--- config.mk ---
export PLATFORM = sky130hd
export DESIGN_NAME = cmul_rnd_sat
export DESIGN_NICKNAME = d
export VERILOG_FILES = /design/src/rtl/cmul_rnd_sat.sv
export SDC_FILE = /design/constraint.sdc
export NUM_CORES = 1
export LEC_CHECK = 0
export ABC_AREA = 1
export BUFFER_PORTS_ARGS = -buffer_cell sky130_fd_sc_hd__buf_2
export CAP_MARGIN = 20
export CORE_MARGIN = 3
export CORE_UTILIZATION = 40
export CTS_CLUSTER_DIAMETER = 40
export DETAILED_ROUTE_END_ITERATION = 10
export PLACE_DENSITY_LB_ADDON = 0.12
export REMOVE_ABC_BUFFERS = 1
export SLEW_MARGIN = 25
export SYNTH_ARGS = -nofsm -noshare
export SYNTH_HDL_FRONTEND = slang
export SYNTH_SLANG_ARGS = --single-unit
--- constraint.sdc ---
create_clock -name clk -period 2.9 [get_ports clk]
set_input_delay 0.58 -clock clk [delete_from_list [all_inputs] [get_ports clk]]
set_output_delay 0.58 -clock clk [all_outputs]
set_load 0.1 [all_outputs]
--- src/rtl/cmul_rnd_sat.sv ---
// Rounds and saturates complex-multiplier products down to butterfly width.
// Two-stage valid/ready pipeline: S1 rounds, S2 clamps and counts saturated beats.
module cmul_rnd_sat #(
  parameter int BFLY = 10,
  parameter int TW   = 9,
  localparam int SHIFT = TW - 2,
  localparam int IN_W  = BFLY + TW
) (
  input  logic                   clk,
  input  logic                   rst_n,
  input  logic                   in_valid,
  output logic                   in_ready,
  input  logic signed [IN_W-1:0] in_re,
  input  logic signed [IN_W-1:0] in_im,
  input  logic                   in_last,
  output logic                   out_valid,
  input  logic                   out_ready,
  output logic signed [BFLY-1:0] out_re,
  output logic signed [BFLY-1:0] out_im,
  output logic                   out_last,
  output logic                   out_sat,
  output logic [15:0]            sat_cnt,
  input  logic                   sat_clr
);

  localparam int R_W = IN_W + 1 - SHIFT;
  localparam logic [IN_W:0] RND = {{(IN_W + 1 - SHIFT){1'b0}}, 1'b1, {(SHIFT - 1){1'b0}}};
  localparam logic signed [R_W-1:0] MAXV = R_W'((2 ** (BFLY - 1)) - 1);
  localparam logic signed [R_W-1:0] MINV = ~MAXV;

  logic                  v1_q, v2_q;
  logic signed [R_W-1:0] s1_re_q, s1_im_q, s1_re_d, s1_im_d;
  logic                  s1_last_q;
  logic signed [BFLY-1:0] out_re_q, out_im_q, out_re_d, out_im_d;
  logic                  out_last_q, out_sat_q, out_sat_d;
  logic [15:0]           sat_cnt_q, sat_cnt_d;
  logic                  en1, en2;
  logic signed [IN_W:0]  re_sum, im_sum;
  logic                  re_clip, im_clip;

  assign en2      = !v2_q || out_ready;
  assign en1      = !v1_q || en2;
  assign in_ready = en1;

  // Add half an LSB, then keep the upper bits: round half toward +infinity.
  assign re_sum  = $signed({in_re[IN_W-1], in_re}) + $signed(RND);
  assign im_sum  = $signed({in_im[IN_W-1], in_im}) + $signed(RND);
  assign s1_re_d = re_sum[IN_W:SHIFT];
  assign s1_im_d = im_sum[IN_W:SHIFT];

  always_comb begin
    re_clip  = 1'b0;
    im_clip  = 1'b0;
    out_re_d = s1_re_q[BFLY-1:0];
    out_im_d = s1_im_q[BFLY-1:0];
    if (s1_re_q > MAXV) begin
      re_clip  = 1'b1;
      out_re_d = MAXV[BFLY-1:0];
    end else if (s1_re_q < MINV) begin
      re_clip  = 1'b1;
      out_re_d = MINV[BFLY-1:0];
    end
    if (s1_im_q > MAXV) begin
      im_clip  = 1'b1;
      out_im_d = MAXV[BFLY-1:0];
    end else if (s1_im_q < MINV) begin
      im_clip  = 1'b1;
      out_im_d = MINV[BFLY-1:0];
    end
    out_sat_d = re_clip || im_clip;
  end

  always_comb begin
    sat_cnt_d = sat_cnt_q;
    if (sat_clr)
      sat_cnt_d = 16'd0;
    else if (v2_q && out_ready && out_sat_q && (sat_cnt_q != 16'hFFFF))
      sat_cnt_d = sat_cnt_q + 16'd1;
  end

  always_ff @(posedge clk or negedge rst_n) begin
    if (!rst_n) begin
      v1_q      <= 1'b0;
      s1_re_q   <= '0;
      s1_im_q   <= '0;
      s1_last_q <= 1'b0;
    end else if (en1) begin
      v1_q      <= in_valid;
      s1_re_q   <= s1_re_d;
      s1_im_q   <= s1_im_d;
      s1_last_q <= in_last;
    end
  end

  always_ff @(posedge clk or negedge rst_n) begin
    if (!rst_n) begin
      v2_q       <= 1'b0;
      out_re_q   <= '0;
      out_im_q   <= '0;
      out_last_q <= 1'b0;
      out_sat_q  <= 1'b0;
    end else if (en2) begin
      v2_q       <= v1_q;
      out_re_q   <= out_re_d;
      out_im_q   <= out_im_d;
      out_last_q <= s1_last_q;
      out_sat_q  <= out_sat_d;
    end
  end

  always_ff @(posedge clk or negedge rst_n) begin
    if (!rst_n) sat_cnt_q <= 16'd0;
    else        sat_cnt_q <= sat_cnt_d;
  end

  assign out_valid = v2_q;
  assign out_re    = out_re_q;
  assign out_im    = out_im_q;
  assign out_last  = out_last_q;
  assign out_sat   = out_sat_q;
  assign sat_cnt   = sat_cnt_q;

endmodule
==> impl_metrics.xml, run 1 <==
<?xml version="1.0" encoding="UTF-8"?>
<metrics>
  <group name="floorplanning">
    <metric name="starting_density_of_the_core" unit="%">41.8</metric>
    <metric name="core-area" unit="sq mm">0.00834</metric>
    <metric name="io_pins" unit="">84</metric>
    <metric name="die_h" unit="microns">99.4</metric>
    <metric name="dieArea" unit="sq mm">0.00987</metric>
    <metric name="std_cell_rows" unit="">33</metric>
    <metric name="die_w" unit="microns">99.4</metric>
  </group>
  <group name="cts">
    <metric name="cts_post_setup_buffers_inserted" unit="">0</metric>
    <metric name="cts_buffers" unit="">9</metric>
    <metric name="tritoncts" unit="">yes</metric>
    <metric name="clockBufferDepth" unit="">2</metric>
    <metric name="clk_latency" unit="ps">330</metric>
    <metric name="holdBufCountCts" unit="">0</metric>
    <metric name="htree_levels" unit="">3</metric>
    <metric name="numClockSinks" unit="">67</metric>
    <metric name="post_cts_resized" unit="">0</metric>
    <metric name="clock-root-buffer" unit="">sky130_fd_sc_hd__clkbuf_8</metric>
    <metric name="clkTransAtPathRegs" unit="ps">70</metric>
  </group>
  <group name="logic_synthesis">
    <metric name="ys_seq_elements" unit="">67</metric>
    <metric name="synth_cell_types" unit="">28</metric>
    <metric name="yosys_warnings" unit="">0</metric>
    <metric name="synth_area_per_cell" unit="sq um">7.58</metric>
    <metric name="syn-instance-count" unit="">460</metric>
    <metric name="synthesis.area" unit="sq mm">0.00349</metric>
    <metric name="synth.yosys.seq_area_share" unit="%">48.1</metric>
  </group>
  <group name="sta">
    <metric name="clock-skew-final" unit="ps">6.06</metric>
    <metric name="worst_slew_pin_slew" unit="ps">735</metric>
    <metric name="worst_case_setup_margin_in_the_final_layout" unit="ps">840</metric>
    <metric name="max_freq" unit="MHz">485</metric>
    <metric name="setup-violations-final" unit="">0</metric>
    <metric name="rsz0062_at_grt" unit="">false</metric>
    <metric name="finalSetupTns" unit="ps">0</metric>
    <metric name="final.min_clock_period" unit="ps">2060</metric>
    <metric name="relSlewSlack" unit="%">50.7</metric>
    <metric name="max_transition_viols_final" unit="">0</metric>
    <metric name="timing.final.hold_violations" unit="">0</metric>
    <metric name="final.period_utilization" unit="%">71.1</metric>
    <metric name="worst_hold_slack" unit="ps">291</metric>
  </group>
  <group name="global_route">
    <metric name="grt_start_max_net_pins" unit="">35</metric>
    <metric name="number_of_global_route_vias_before_repair" unit="">3055</metric>
    <metric name="grt_overflow_total" unit="">0</metric>
    <metric name="grtUsageTotal" unit="%">18.0</metric>
    <metric name="wire_length_of_the_first_global_routing_pass" unit="mm">14.4</metric>
    <metric name="grt_antenna_before_repair" unit="">0</metric>
  </group>
  <group name="route">
    <metric name="via_per_inst" unit="">4.90</metric>
    <metric name="detail_route.iter0.violations" unit="">167</metric>
    <metric name="detail_route.wl_per_cell" unit="microns">13.1</metric>
    <metric name="drtAntennaViolNets" unit="">0</metric>
    <metric name="drt_drc_violations_left" unit="">0</metric>
    <metric name="postRouteWirelength" unit="mm">8.42</metric>
    <metric name="drt_first_pass_iters" unit="">7</metric>
    <metric name="num_vias" unit="">3162</metric>
  </group>
  <group name="setup_path">
    <metric name="cp-end-kind" unit="">primary output</metric>
    <metric name="startpoint_type" unit="">flip-flop</metric>
    <metric name="required" unit="ps">2320</metric>
    <metric name="ff2ff_setup_slack" unit="ps">860</metric>
    <metric name="reg2reg_to" unit="">sat_cnt[6]</metric>
    <metric name="timing.critical_path.fanout_max" unit="">3</metric>
    <metric name="reg2reg_from" unit="">sat_cnt[0]</metric>
    <metric name="arrival" unit="ps">1480</metric>
    <metric name="timing_worst_setup_path_type" unit="">reg -&gt; out</metric>
    <metric name="r2r_cells" unit="">9</metric>
  </group>
  <group name="cells_and_area">
    <metric name="post_route_cells_drive_above_1_share" unit="%">18.9</metric>
    <metric name="layout_commonest_cell" unit="">sky130_fd_sc_hd__nand2_1</metric>
    <metric name="most-common-layout-cells" unit="">156 x sky130_fd_sc_hd__nand2_1, 71 x sky130_fd_sc_hd__buf_2, 67 x sky130_fd_sc_hd__dfrtp_1</metric>
    <metric name="area_growth_from_synthesis_to_layout" unit="%">18.9</metric>
    <metric name="antenna_cells" unit="">0</metric>
    <metric name="layout.nets" unit="">582</metric>
    <metric name="finalNonFillerCells" unit="">645</metric>
  </group>
  <group name="pwr">
    <metric name="cellInternalPower" unit="mW">1.59</metric>
    <metric name="seqPwrFrac" unit="%">41.2</metric>
    <metric name="finalPower" unit="mW">2.67</metric>
    <metric name="p_switching" unit="mW">1.08</metric>
    <metric name="combPwrFrac" unit="%">30.2</metric>
    <metric name="leakage" unit="nW">2.12</metric>
    <metric name="power_frac_clock" unit="%">28.5</metric>
    <metric name="vdd.ir_drop.worst" unit="V">0.000299</metric>
    <metric name="power_per_cell_area" unit="mW/mm^2">645</metric>
    <metric name="switching_share" unit="%">40.4</metric>
  </group>
  <group name="placed_design">
    <metric name="place.detailed.hpwl" unit="mm">6.17</metric>
    <metric name="dpl_worst_slack" unit="ps">781</metric>
    <metric name="place.gp.congestion" unit="">0.830</metric>
    <metric name="placedCellCount" unit="">629</metric>
    <metric name="port_buffers" unit="">71</metric>
  </group>
  <group name="worst_hold_path">
    <metric name="hold_class" unit="">in -&gt; async</metric>
  </group>
  <group name="run_status">
    <metric name="run_status" unit="">finished clean</metric>
  </group>
  <group name="run">
    <metric name="timing.max_cap.violations" unit="">0</metric>
  </group>
</metrics>
-- worst max-delay path: stages (launching register included) --
cell,delay (ps)
sky130_fd_sc_hd__dfrtp_1,410
sky130_fd_sc_hd__inv_1,80
sky130_fd_sc_hd__nor2_2,40
sky130_fd_sc_hd__nand2_1,150
sky130_fd_sc_hd__buf_2,460
-- power by group through the flow --
| stage | sequential, mW | clock (mW) | combinational, mW |
|---|---|---|---|
| 2_1_floorplan | 1.55 | 0 | 0.185 |
| 3_3_place_gp | 1.12 | 0 | 0.807 |
| 3_5_place_dp | 1.12 | 0 | 0.816 |
| 4_1_cts | 1.10 | 0.788 | 0.817 |
| 5_1_grt | 1.11 | 0.823 | 0.863 |
| 6_report | 1.10 | 0.763 | 0.808 |
-- sequential cells by signal, indices dropped and copies added (netlist names), 10 cells and up --
register  count
s1_re_q      13
s1_im_q      13
out_im       10
sat_cnt      16
out_re       10
-- worst max-delay path by stage --
stage	start	endpoint	slack (ps)	depth (start not counted)
2_1_floorplan	out_valid	s1_im_q[3]	-700	6
3_3_place_gp	sat_cnt[0]	sat_cnt[8]	870	9
5_1_grt	sat_cnt[0]	sat_cnt[7]	650	9
3_5_place_dp	out_ready	out_re[3]	780	6
4_1_cts	out_valid	in_ready	820	4
6_report	out_valid	in_ready	840	4
-- layout make-up --
cell class | instances | area [sq um]
Sequential cell | 67 | 1680
Clock inverter | 5 | 52.6
Fill cell | 848 | 4200
Inverter | 40 | 150
Multi-Input combinational cell | 341 | 1600
Clock buffer | 11 | 141
Timing Repair Buffer | 76 | 393
Tap cell | 105 | 131
-- metrics by stage --
stage               utilization [%]  instance area [sq um]
floorplan                         -                   3430
global placement               47.4                   3950
detailed placement             47.4                   3950
CTS                            49.7                   4150
global route                   49.7                   4150
finish                         49.7                   4150
-- logic make-up (layout without fill, tap and decap cells) --
group / count (synthesis) / count (layout) / share of synthesized area (%)
xor+xnor: 14 / 14 / 3.52
compound gates: 51 / 51 / 8.14
flops: 67 / 67 / 48.1
simple gates: 273 / 273 / 33.2
fa+ha+maj: 3 / 3 / 1.08
buf+inv: 52 / 132 / 6.03
-- Yosys cell counts (all sizes together) --
cell type    n  area (sq um)
nand2      157           592
dfrtp       67          1680
nor2        58           240
o21ai       40           200
inv         39           146
nand3       31           155
nand4       15          93.8
xor2        12           105
buf          7          41.3
clkbuf       5          18.8
nand3b       5          37.5
nor3         5          25.0
ha           3          37.5
o21bai       3          22.5
a21oi        2          10.0
a22o         2          17.5
o211ai       2          15.0
or2          2          12.5
xnor2        2          17.5
a31oi        1          12.5
clkinv       1          3.75
o22ai        1          6.26
-- routing by layer --
metal / routed length [microns] / vias up / global-route usage [%]
met5: 0 / - / 0
met4: 90 / 0 / 6.83
met3: 283 / 7 / 2.95
met2: 3910 / 60 / 29.2
met1: 4140 / 1472 / 24.3
li1: - / 1623 / -
(Power assumes the default switching activity.)
==> run 2, diff against run 1 <==
Clock period 2.9 ns to 1.95 ns, I/O delays scaled along.
==> impl_metrics.xml, run 2 (synthesis results as in run 1) <==
<?xml version="1.0" encoding="UTF-8"?>
<metrics>
  <group name="run_status">
    <metric name="run_status" unit="">finished clean</metric>
  </group>
  <group name="setup_path">
    <metric name="timing.critical_path.fanout_max" unit="">3</metric>
    <metric name="r2r_cells" unit="">10</metric>
    <metric name="required" unit="ps">1560</metric>
    <metric name="timing_worst_setup_path_type" unit="">reg -&gt; out</metric>
    <metric name="arrival" unit="ps">1420</metric>
    <metric name="startpoint_type" unit="">flip-flop</metric>
    <metric name="reg2reg_from" unit="">sat_cnt[1]</metric>
    <metric name="critical-path-top-delay-family" unit="">buffers and inverters</metric>
    <metric name="critical-path-max-stage-delay" unit="ps">410</metric>
    <metric name="worst-path-buf-inv" unit="">2</metric>
    <metric name="crit_path_cell_trace" unit="">inv_1 &gt; nor2_2 &gt; nand2_1 &gt; clkbuf_4</metric>
    <metric name="worstSetupPathDepth" unit="">4</metric>
    <metric name="cp-end-kind" unit="">primary output</metric>
    <metric name="worstSetupStartpoint" unit="">out_valid</metric>
    <metric name="critical_path.slowest_cell" unit="">sky130_fd_sc_hd__dfrtp_1</metric>
  </group>
  <group name="route">
    <metric name="detail_route.wl_per_cell" unit="microns">12.9</metric>
    <metric name="detail_route.iter0.violations" unit="">180</metric>
    <metric name="drtAntennaViolNets" unit="">0</metric>
    <metric name="num_vias" unit="">3246</metric>
    <metric name="postRouteWirelength" unit="mm">8.44</metric>
    <metric name="drt_first_pass_iters" unit="">5</metric>
    <metric name="drt_drc_violations_left" unit="">0</metric>
    <metric name="via_per_inst" unit="">4.95</metric>
  </group>
  <group name="sta">
    <metric name="worst_hold_slack" unit="ps">68.2</metric>
    <metric name="timing.final.hold_violations" unit="">0</metric>
    <metric name="rsz0062_at_grt" unit="">false</metric>
    <metric name="clock-skew-final" unit="ps">7.59</metric>
    <metric name="final.min_clock_period" unit="ps">1810</metric>
    <metric name="setup-violations-final" unit="">0</metric>
    <metric name="final.period_utilization" unit="%">92.6</metric>
    <metric name="max_transition_viols_final" unit="">0</metric>
    <metric name="relSlewSlack" unit="%">53.8</metric>
    <metric name="worst_slew_pin_slew" unit="ps">688</metric>
    <metric name="max_freq" unit="MHz">554</metric>
  </group>
  <group name="pwr">
    <metric name="vdd.ir_drop.worst" unit="V">0.000365</metric>
    <metric name="leakage" unit="nW">2.18</metric>
    <metric name="power_per_cell_area" unit="mW/mm^2">946</metric>
  </group>
  <group name="placed_design">
    <metric name="port_buffers" unit="">71</metric>
    <metric name="place.gp.congestion" unit="">0.823</metric>
    <metric name="place.detailed.hpwl" unit="mm">6.23</metric>
    <metric name="post_dp_cell_area" unit="sq mm">0.00404</metric>
    <metric name="placedCellCount" unit="">637</metric>
  </group>
  <group name="floorplanning">
    <metric name="core-area" unit="sq mm">0.00834</metric>
    <metric name="io_pins" unit="">84</metric>
    <metric name="die_h" unit="microns">99.4</metric>
    <metric name="std_cell_rows" unit="">33</metric>
    <metric name="starting_density_of_the_core" unit="%">41.8</metric>
    <metric name="die_w" unit="microns">99.4</metric>
    <metric name="dieArea" unit="sq mm">0.00987</metric>
  </group>
  <group name="cells_and_area">
    <metric name="antenna_cells" unit="">0</metric>
    <metric name="most-common-layout-cells" unit="">156 x sky130_fd_sc_hd__nand2_1, 70 x sky130_fd_sc_hd__buf_2, 67 x sky130_fd_sc_hd__dfrtp_1</metric>
    <metric name="largest_register_ffs" unit="">16</metric>
    <metric name="finalNonFillerCells" unit="">656</metric>
    <metric name="post_route_cells_drive_above_1_share" unit="%">20.5</metric>
    <metric name="layout_commonest_cell" unit="">sky130_fd_sc_hd__nand2_1</metric>
    <metric name="post-route-cell-area" unit="sq mm">0.00427</metric>
    <metric name="layout.nets" unit="">593</metric>
    <metric name="area_growth_from_synthesis_to_layout" unit="%">22.4</metric>
  </group>
  <group name="cts">
    <metric name="numClockSinks" unit="">67</metric>
    <metric name="clk_latency" unit="ps">340</metric>
    <metric name="clkTransAtPathRegs" unit="ps">70</metric>
    <metric name="tritoncts" unit="">yes</metric>
    <metric name="cts_buffers" unit="">9</metric>
    <metric name="clock-root-buffer" unit="">sky130_fd_sc_hd__clkbuf_8</metric>
    <metric name="htree_levels" unit="">3</metric>
    <metric name="clockBufferDepth" unit="">2</metric>
  </group>
  <group name="worst_hold_path">
    <metric name="hold_class" unit="">in -&gt; async</metric>
  </group>
  <group name="global_route">
    <metric name="grt_overflow_total" unit="">0</metric>
    <metric name="number_of_global_route_vias_before_repair" unit="">3053</metric>
    <metric name="grt_antenna_before_repair" unit="">0</metric>
    <metric name="wire_length_of_the_first_global_routing_pass" unit="mm">14.4</metric>
    <metric name="grtUsageTotal" unit="%">18.1</metric>
    <metric name="grt_start_max_net_pins" unit="">28</metric>
  </group>
  <group name="run">
    <metric name="timing.max_cap.violations" unit="">0</metric>
  </group>
</metrics>
==> run 2: worst paths after layout <==
kind | endpoint | slack [ps]
hold reg to reg | out_valid | 470
setup reg to reg | sat_cnt[3] | 250
hold / removal | sat_cnt[2] | 70
max in group asynchronous | s1_im_q[6] | 1310
setup / recovery | in_ready | 140
min in group clk | v1_q | 260
==> run 2: layer usage <==
layer	global-route usage (%)	up-vias	part of all wire [%]
met4	5.88	0	1.4
met5	0	-	0
met2	27.6	80	44
li1	-	1651	-
met1	24.9	1504	49
met3	4.98	11	5.3
==> run 2: area by class of cell <==
cell class,instances,area [sq um]
fill,838,4070
sequential,67,1680
multi-input combinational,341,1600
timing repair buffer,87,515
inverter,40,150
clock buffer,11,141
tap,105,131
clock inverter,5,52.6
==> run 2: where the power goes <==
group / internal [mW] / switching (mW) / leakage (nW)
combinational: 0.236 / 1.00 / 1.25
clock: 0.619 / 0.545 / 0.0991
sequential: 1.54 / 0.0926 / 0.834
==> run 2: repair_timing <==
item                                    4_1_cts  5_1_grt
endpoints found under the setup margin        0        3
buffers inserted                              0        3
gates resized for setup                       0        1
hold buffers                                  0        0
==> run 2: metrics by stage <==
step | util [%] | total power, mW | worst slack (ps) | setup TNS (ps)
after floorplan | - | 2.58 | -1650 | -53560
after global placement | 48.4 | 2.89 | 234 | 0
after detailed placement | 48.4 | 2.90 | 201 | 0
after CTS | 50.7 | 4.07 | 26.2 | 0
after global routing | 51.2 | 4.22 | 51.3 | 0
final | 51.2 | 4.04 | 143 | 0
==> run 3, diff against run 2 <==
--- a/config.mk
+++ b/config.mk
@@ -7,3 +7,2 @@
 export LEC_CHECK = 0
-export ABC_AREA = 1
 export BUFFER_PORTS_ARGS = -buffer_cell sky130_fd_sc_hd__buf_2
@@ -12,3 +11,3 @@
 export CORE_UTILIZATION = 40
-export CTS_CLUSTER_DIAMETER = 40
+export CTS_CLUSTER_DIAMETER = 80
 export DETAILED_ROUTE_END_ITERATION = 10
==> constraint.sdc (replaced) <==
create_clock -name clk -period 1.95 [get_ports clk]
set_input_delay 0.195 -clock clk [delete_from_list [all_inputs] [get_ports clk]]
set_output_delay 0.195 -clock clk [all_outputs]
set_load 0.1 [all_outputs]
==> impl_metrics.xml, run 3 <==
<?xml version="1.0" encoding="UTF-8"?>
<metrics>
  <group name="logic_synthesis">
    <metric name="synthArstFlopShare" unit="%">100</metric>
    <metric name="yosys.area.top_type" unit="">sky130_fd_sc_hd__dfrtp_1</metric>
    <metric name="synth_area_per_cell" unit="sq um">9.51</metric>
    <metric name="synth_compound_area_share" unit="%">13.5</metric>
    <metric name="synth_enable_flop_cells" unit="">0</metric>
    <metric name="synthSimpleGateAreaFrac" unit="%">22.3</metric>
    <metric name="postSynth.topFlopCell" unit="">sky130_fd_sc_hd__dfrtp_1</metric>
    <metric name="yosys_warnings" unit="">0</metric>
    <metric name="synth.yosys.seq_area_share" unit="%">51.1</metric>
    <metric name="yosys.area.top_type_share" unit="%">51.1</metric>
    <metric name="syn-instance-count" unit="">345</metric>
    <metric name="yosysMostFrequentCell" unit="">sky130_fd_sc_hd__dfrtp_1</metric>
    <metric name="ys_seq_elements" unit="">67</metric>
    <metric name="post_synth_mux_area_share" unit="%">3.39</metric>
    <metric name="synth.cells.most_frequent" unit="">67 x sky130_fd_sc_hd__dfrtp_1, 43 x sky130_fd_sc_hd__nand2_1, 34 x sky130_fd_sc_hd__nor2_1</metric>
    <metric name="ys_top_cells_by_area" unit="">sky130_fd_sc_hd__dfrtp_1 51%, sky130_fd_sc_hd__nand2_1 4.9%, sky130_fd_sc_hd__o21ai_0 4.9%</metric>
    <metric name="synth_cell_types" unit="">36</metric>
    <metric name="synthesis.area" unit="sq mm">0.00328</metric>
    <metric name="synth_xor_area_share" unit="%">5.87</metric>
    <metric name="synth-adder-area-share" unit="%">1.14</metric>
    <metric name="largest_family_of_logic_cells_by_synthesized_area" unit="">simple AND/OR/NAND/NOR gates</metric>
  </group>
  <group name="worst_hold_path">
    <metric name="hold_path_end" unit="">v1_q</metric>
    <metric name="min-delay-start" unit="">in_valid</metric>
    <metric name="hold_class" unit="">in -&gt; reg</metric>
    <metric name="hold_depth" unit="">2</metric>
  </group>
  <group name="pwr">
    <metric name="vdd.ir_drop.worst" unit="V">0.000916</metric>
    <metric name="power_per_cell_area" unit="mW/mm^2">1030</metric>
    <metric name="leakage" unit="nW">1.81</metric>
    <metric name="switching_share" unit="%">38.9</metric>
    <metric name="seqPwrFrac" unit="%">39.7</metric>
    <metric name="combPwrFrac" unit="%">28.8</metric>
    <metric name="p_switching" unit="mW">1.61</metric>
    <metric name="cellInternalPower" unit="mW">2.52</metric>
    <metric name="power_frac_clock" unit="%">31.6</metric>
  </group>
  <group name="cells_and_area">
    <metric name="most-common-layout-cells" unit="">71 x sky130_fd_sc_hd__buf_2, 67 x sky130_fd_sc_hd__dfrtp_1, 43 x sky130_fd_sc_hd__nand2_1</metric>
    <metric name="largest_register_ffs" unit="">16</metric>
    <metric name="layout.nets" unit="">470</metric>
    <metric name="finalNonFillerCells" unit="">530</metric>
    <metric name="layout_commonest_cell" unit="">sky130_fd_sc_hd__buf_2</metric>
    <metric name="antenna_cells" unit="">0</metric>
    <metric name="final_core_util" unit="%">51.3</metric>
    <metric name="area_growth_from_synthesis_to_layout" unit="%">22.7</metric>
    <metric name="post_route_cells_drive_above_1_share" unit="%">26.4</metric>
    <metric name="post-route-cell-area" unit="sq mm">0.00403</metric>
  </group>
  <group name="placed_design">
    <metric name="place.gp.congestion" unit="">0.784</metric>
    <metric name="port_buffers" unit="">71</metric>
    <metric name="placedCellCount" unit="">513</metric>
    <metric name="place.detailed.hpwl" unit="mm">5.31</metric>
    <metric name="post_dp_cell_area" unit="sq mm">0.00379</metric>
  </group>
  <group name="floorplanning">
    <metric name="std_cell_rows" unit="">32</metric>
    <metric name="die_h" unit="microns">96.6</metric>
    <metric name="io_pins" unit="">84</metric>
    <metric name="die_w" unit="microns">96.6</metric>
    <metric name="dieArea" unit="sq mm">0.00932</metric>
    <metric name="starting_density_of_the_core" unit="%">41.8</metric>
    <metric name="core-area" unit="sq mm">0.00785</metric>
  </group>
  <group name="setup_path">
    <metric name="cp-end-kind" unit="">primary output</metric>
    <metric name="required" unit="ps">1750</metric>
    <metric name="reg2reg_to" unit="">sat_cnt[12]</metric>
    <metric name="arrival" unit="ps">1660</metric>
    <metric name="reg2reg_from" unit="">sat_cnt[0]</metric>
    <metric name="timing_worst_setup_path_type" unit="">reg -&gt; out</metric>
    <metric name="timing.critical_path.fanout_max" unit="">6</metric>
    <metric name="r2r_cells" unit="">5</metric>
    <metric name="startpoint_type" unit="">flip-flop</metric>
    <metric name="ff2ff_setup_slack" unit="ps">200</metric>
  </group>
  <group name="sta">
    <metric name="clock-skew-final" unit="ps">6.02</metric>
    <metric name="final.min_clock_period" unit="ps">1850</metric>
    <metric name="rsz0062_at_grt" unit="">false</metric>
    <metric name="finalSetupTns" unit="ps">0</metric>
    <metric name="setup-violations-final" unit="">0</metric>
    <metric name="max_transition_viols_final" unit="">0</metric>
    <metric name="worst_slew_pin_slew" unit="ps">755</metric>
    <metric name="final.period_utilization" unit="%">94.9</metric>
    <metric name="timing.final.hold_violations" unit="">0</metric>
    <metric name="relSlewSlack" unit="%">49.7</metric>
    <metric name="max_freq" unit="MHz">541</metric>
  </group>
  <group name="cts">
    <metric name="clock-root-buffer" unit="">sky130_fd_sc_hd__clkbuf_8</metric>
    <metric name="clockBufferDepth" unit="">2</metric>
    <metric name="clk_latency" unit="ps">340</metric>
    <metric name="cts_buffers" unit="">9</metric>
    <metric name="numClockSinks" unit="">67</metric>
    <metric name="tritoncts" unit="">yes</metric>
    <metric name="clkTransAtPathRegs" unit="ps">70</metric>
    <metric name="htree_levels" unit="">3</metric>
    <metric name="cts_post_setup_buffers_inserted" unit="">0</metric>
  </group>
  <group name="global_route">
    <metric name="number_of_global_route_vias_before_repair" unit="">2703</metric>
    <metric name="grtUsageTotal" unit="%">17.7</metric>
    <metric name="grt_antenna_before_repair" unit="">0</metric>
    <metric name="grt_start_max_net_pins" unit="">47</metric>
    <metric name="wire_length_of_the_first_global_routing_pass" unit="mm">12.7</metric>
    <metric name="grt_overflow_total" unit="">0</metric>
  </group>
  <group name="route">
    <metric name="via_per_inst" unit="">5.16</metric>
    <metric name="num_vias" unit="">2735</metric>
    <metric name="drt_drc_violations_left" unit="">0</metric>
    <metric name="drt_first_pass_iters" unit="">4</metric>
    <metric name="postRouteWirelength" unit="mm">7.47</metric>
    <metric name="drtAntennaViolNets" unit="">0</metric>
    <metric name="detail_route.wl_per_cell" unit="microns">14.1</metric>
    <metric name="detail_route.iter0.violations" unit="">135</metric>
  </group>
  <group name="run_status">
    <metric name="run_status" unit="">finished clean</metric>
  </group>
  <group name="run">
    <metric name="timing.max_cap.violations" unit="">0</metric>
  </group>
</metrics>
==> run 3: cell count changes after synthesis, moves of 9 or more <==
cell                      before  now
sky130_fd_sc_hd__nand2_1     156   43
sky130_fd_sc_hd__a21oi_1       2   31
sky130_fd_sc_hd__inv_1        37    8
sky130_fd_sc_hd__nor2_1       53   34
sky130_fd_sc_hd__nand3_1      31   17
sky130_fd_sc_hd__mux2_2        0    9
==> run 3: kinds of logic after synthesis <==
family | count (synthesis)
AO/OA/AOI/OAI | 79
multiplexers | 10
adder cells (fa/ha/maj) | 3
AND/OR/NAND/NOR | 142
XOR/XNOR | 22
flip-flops | 67
buffers and inverters | 22
==> run 3: worst max-delay path, stage by stage, from the launching register on <==
cell	delay, ps
sky130_fd_sc_hd__dfrtp_1	390
sky130_fd_sc_hd__nor2b_2	200
sky130_fd_sc_hd__nand2_1	240
sky130_fd_sc_hd__buf_2	490
==> run 3: worst max-delay path by stage <==
stage / startpoint / end / slack (ps) / cells after the start
global placement: sat_cnt[0] / sat_cnt[10] / 230 / 5
finish: out_valid / in_ready / 100 / 3
global route: out_valid / in_ready / 30 / 3
CTS: out_valid / in_ready / 70 / 3
floorplan: out_valid / s1_im_q[0] / -2620 / 3
detailed placement: sat_cnt[0] / sat_cnt[12] / 160 / 5
==> run 3: metal layers <==
metal | track usage [%] | vias to the layer above | wire length, microns
met5 | 0 | - | 0
met4 | 3.50 | 0 | 61
met3 | 5.58 | 6 | 453
met2 | 29.4 | 61 | 3590
met1 | 23.0 | 1287 | 3360
li1 | - | 1381 | -
==> run 3: area by class of cell <==
| type | count | area [sq um] |
|---|---|---|
| fill | 784 | 3820 |
| timing repair buffer | 81 | 445 |
| clock inverter | 6 | 88.8 |
| tap | 102 | 128 |
| inverter | 8 | 30.0 |
| sequential | 67 | 1680 |
| clock buffer | 10 | 138 |
| multi-input combinational | 256 | 1520 |
==> run 3: what timing repair did <==
item	in CTS	in global routing
resized for setup	0	1
hold endpoints to repair	21	0
endpoints found under the setup margin	0	3
hold buffers	1	0
==> run 3: through the flow <==
stage | setup slack (ps) | total power, mW | hold slack (ps)
floorplan | -2620 | 2.56 | -101
global placement | 229 | 2.85 | 213
detailed placement | 161 | 2.86 | 216
CTS | 69.8 | 4.18 | 54.2
global route | 25.2 | 4.33 | 57.1
finish | 100 | 4.13 | 66.4
==> run 3: power groups by stage <==
stage | clock network, mW | logic [mW] | registers, mW
floorplan | 0 | 0.248 | 2.31
global placement | 0 | 1.19 | 1.66
detailed placement | 0 | 1.20 | 1.67
CTS | 1.34 | 1.20 | 1.64
global route | 1.40 | 1.27 | 1.66
finish | 1.30 | 1.19 | 1.64
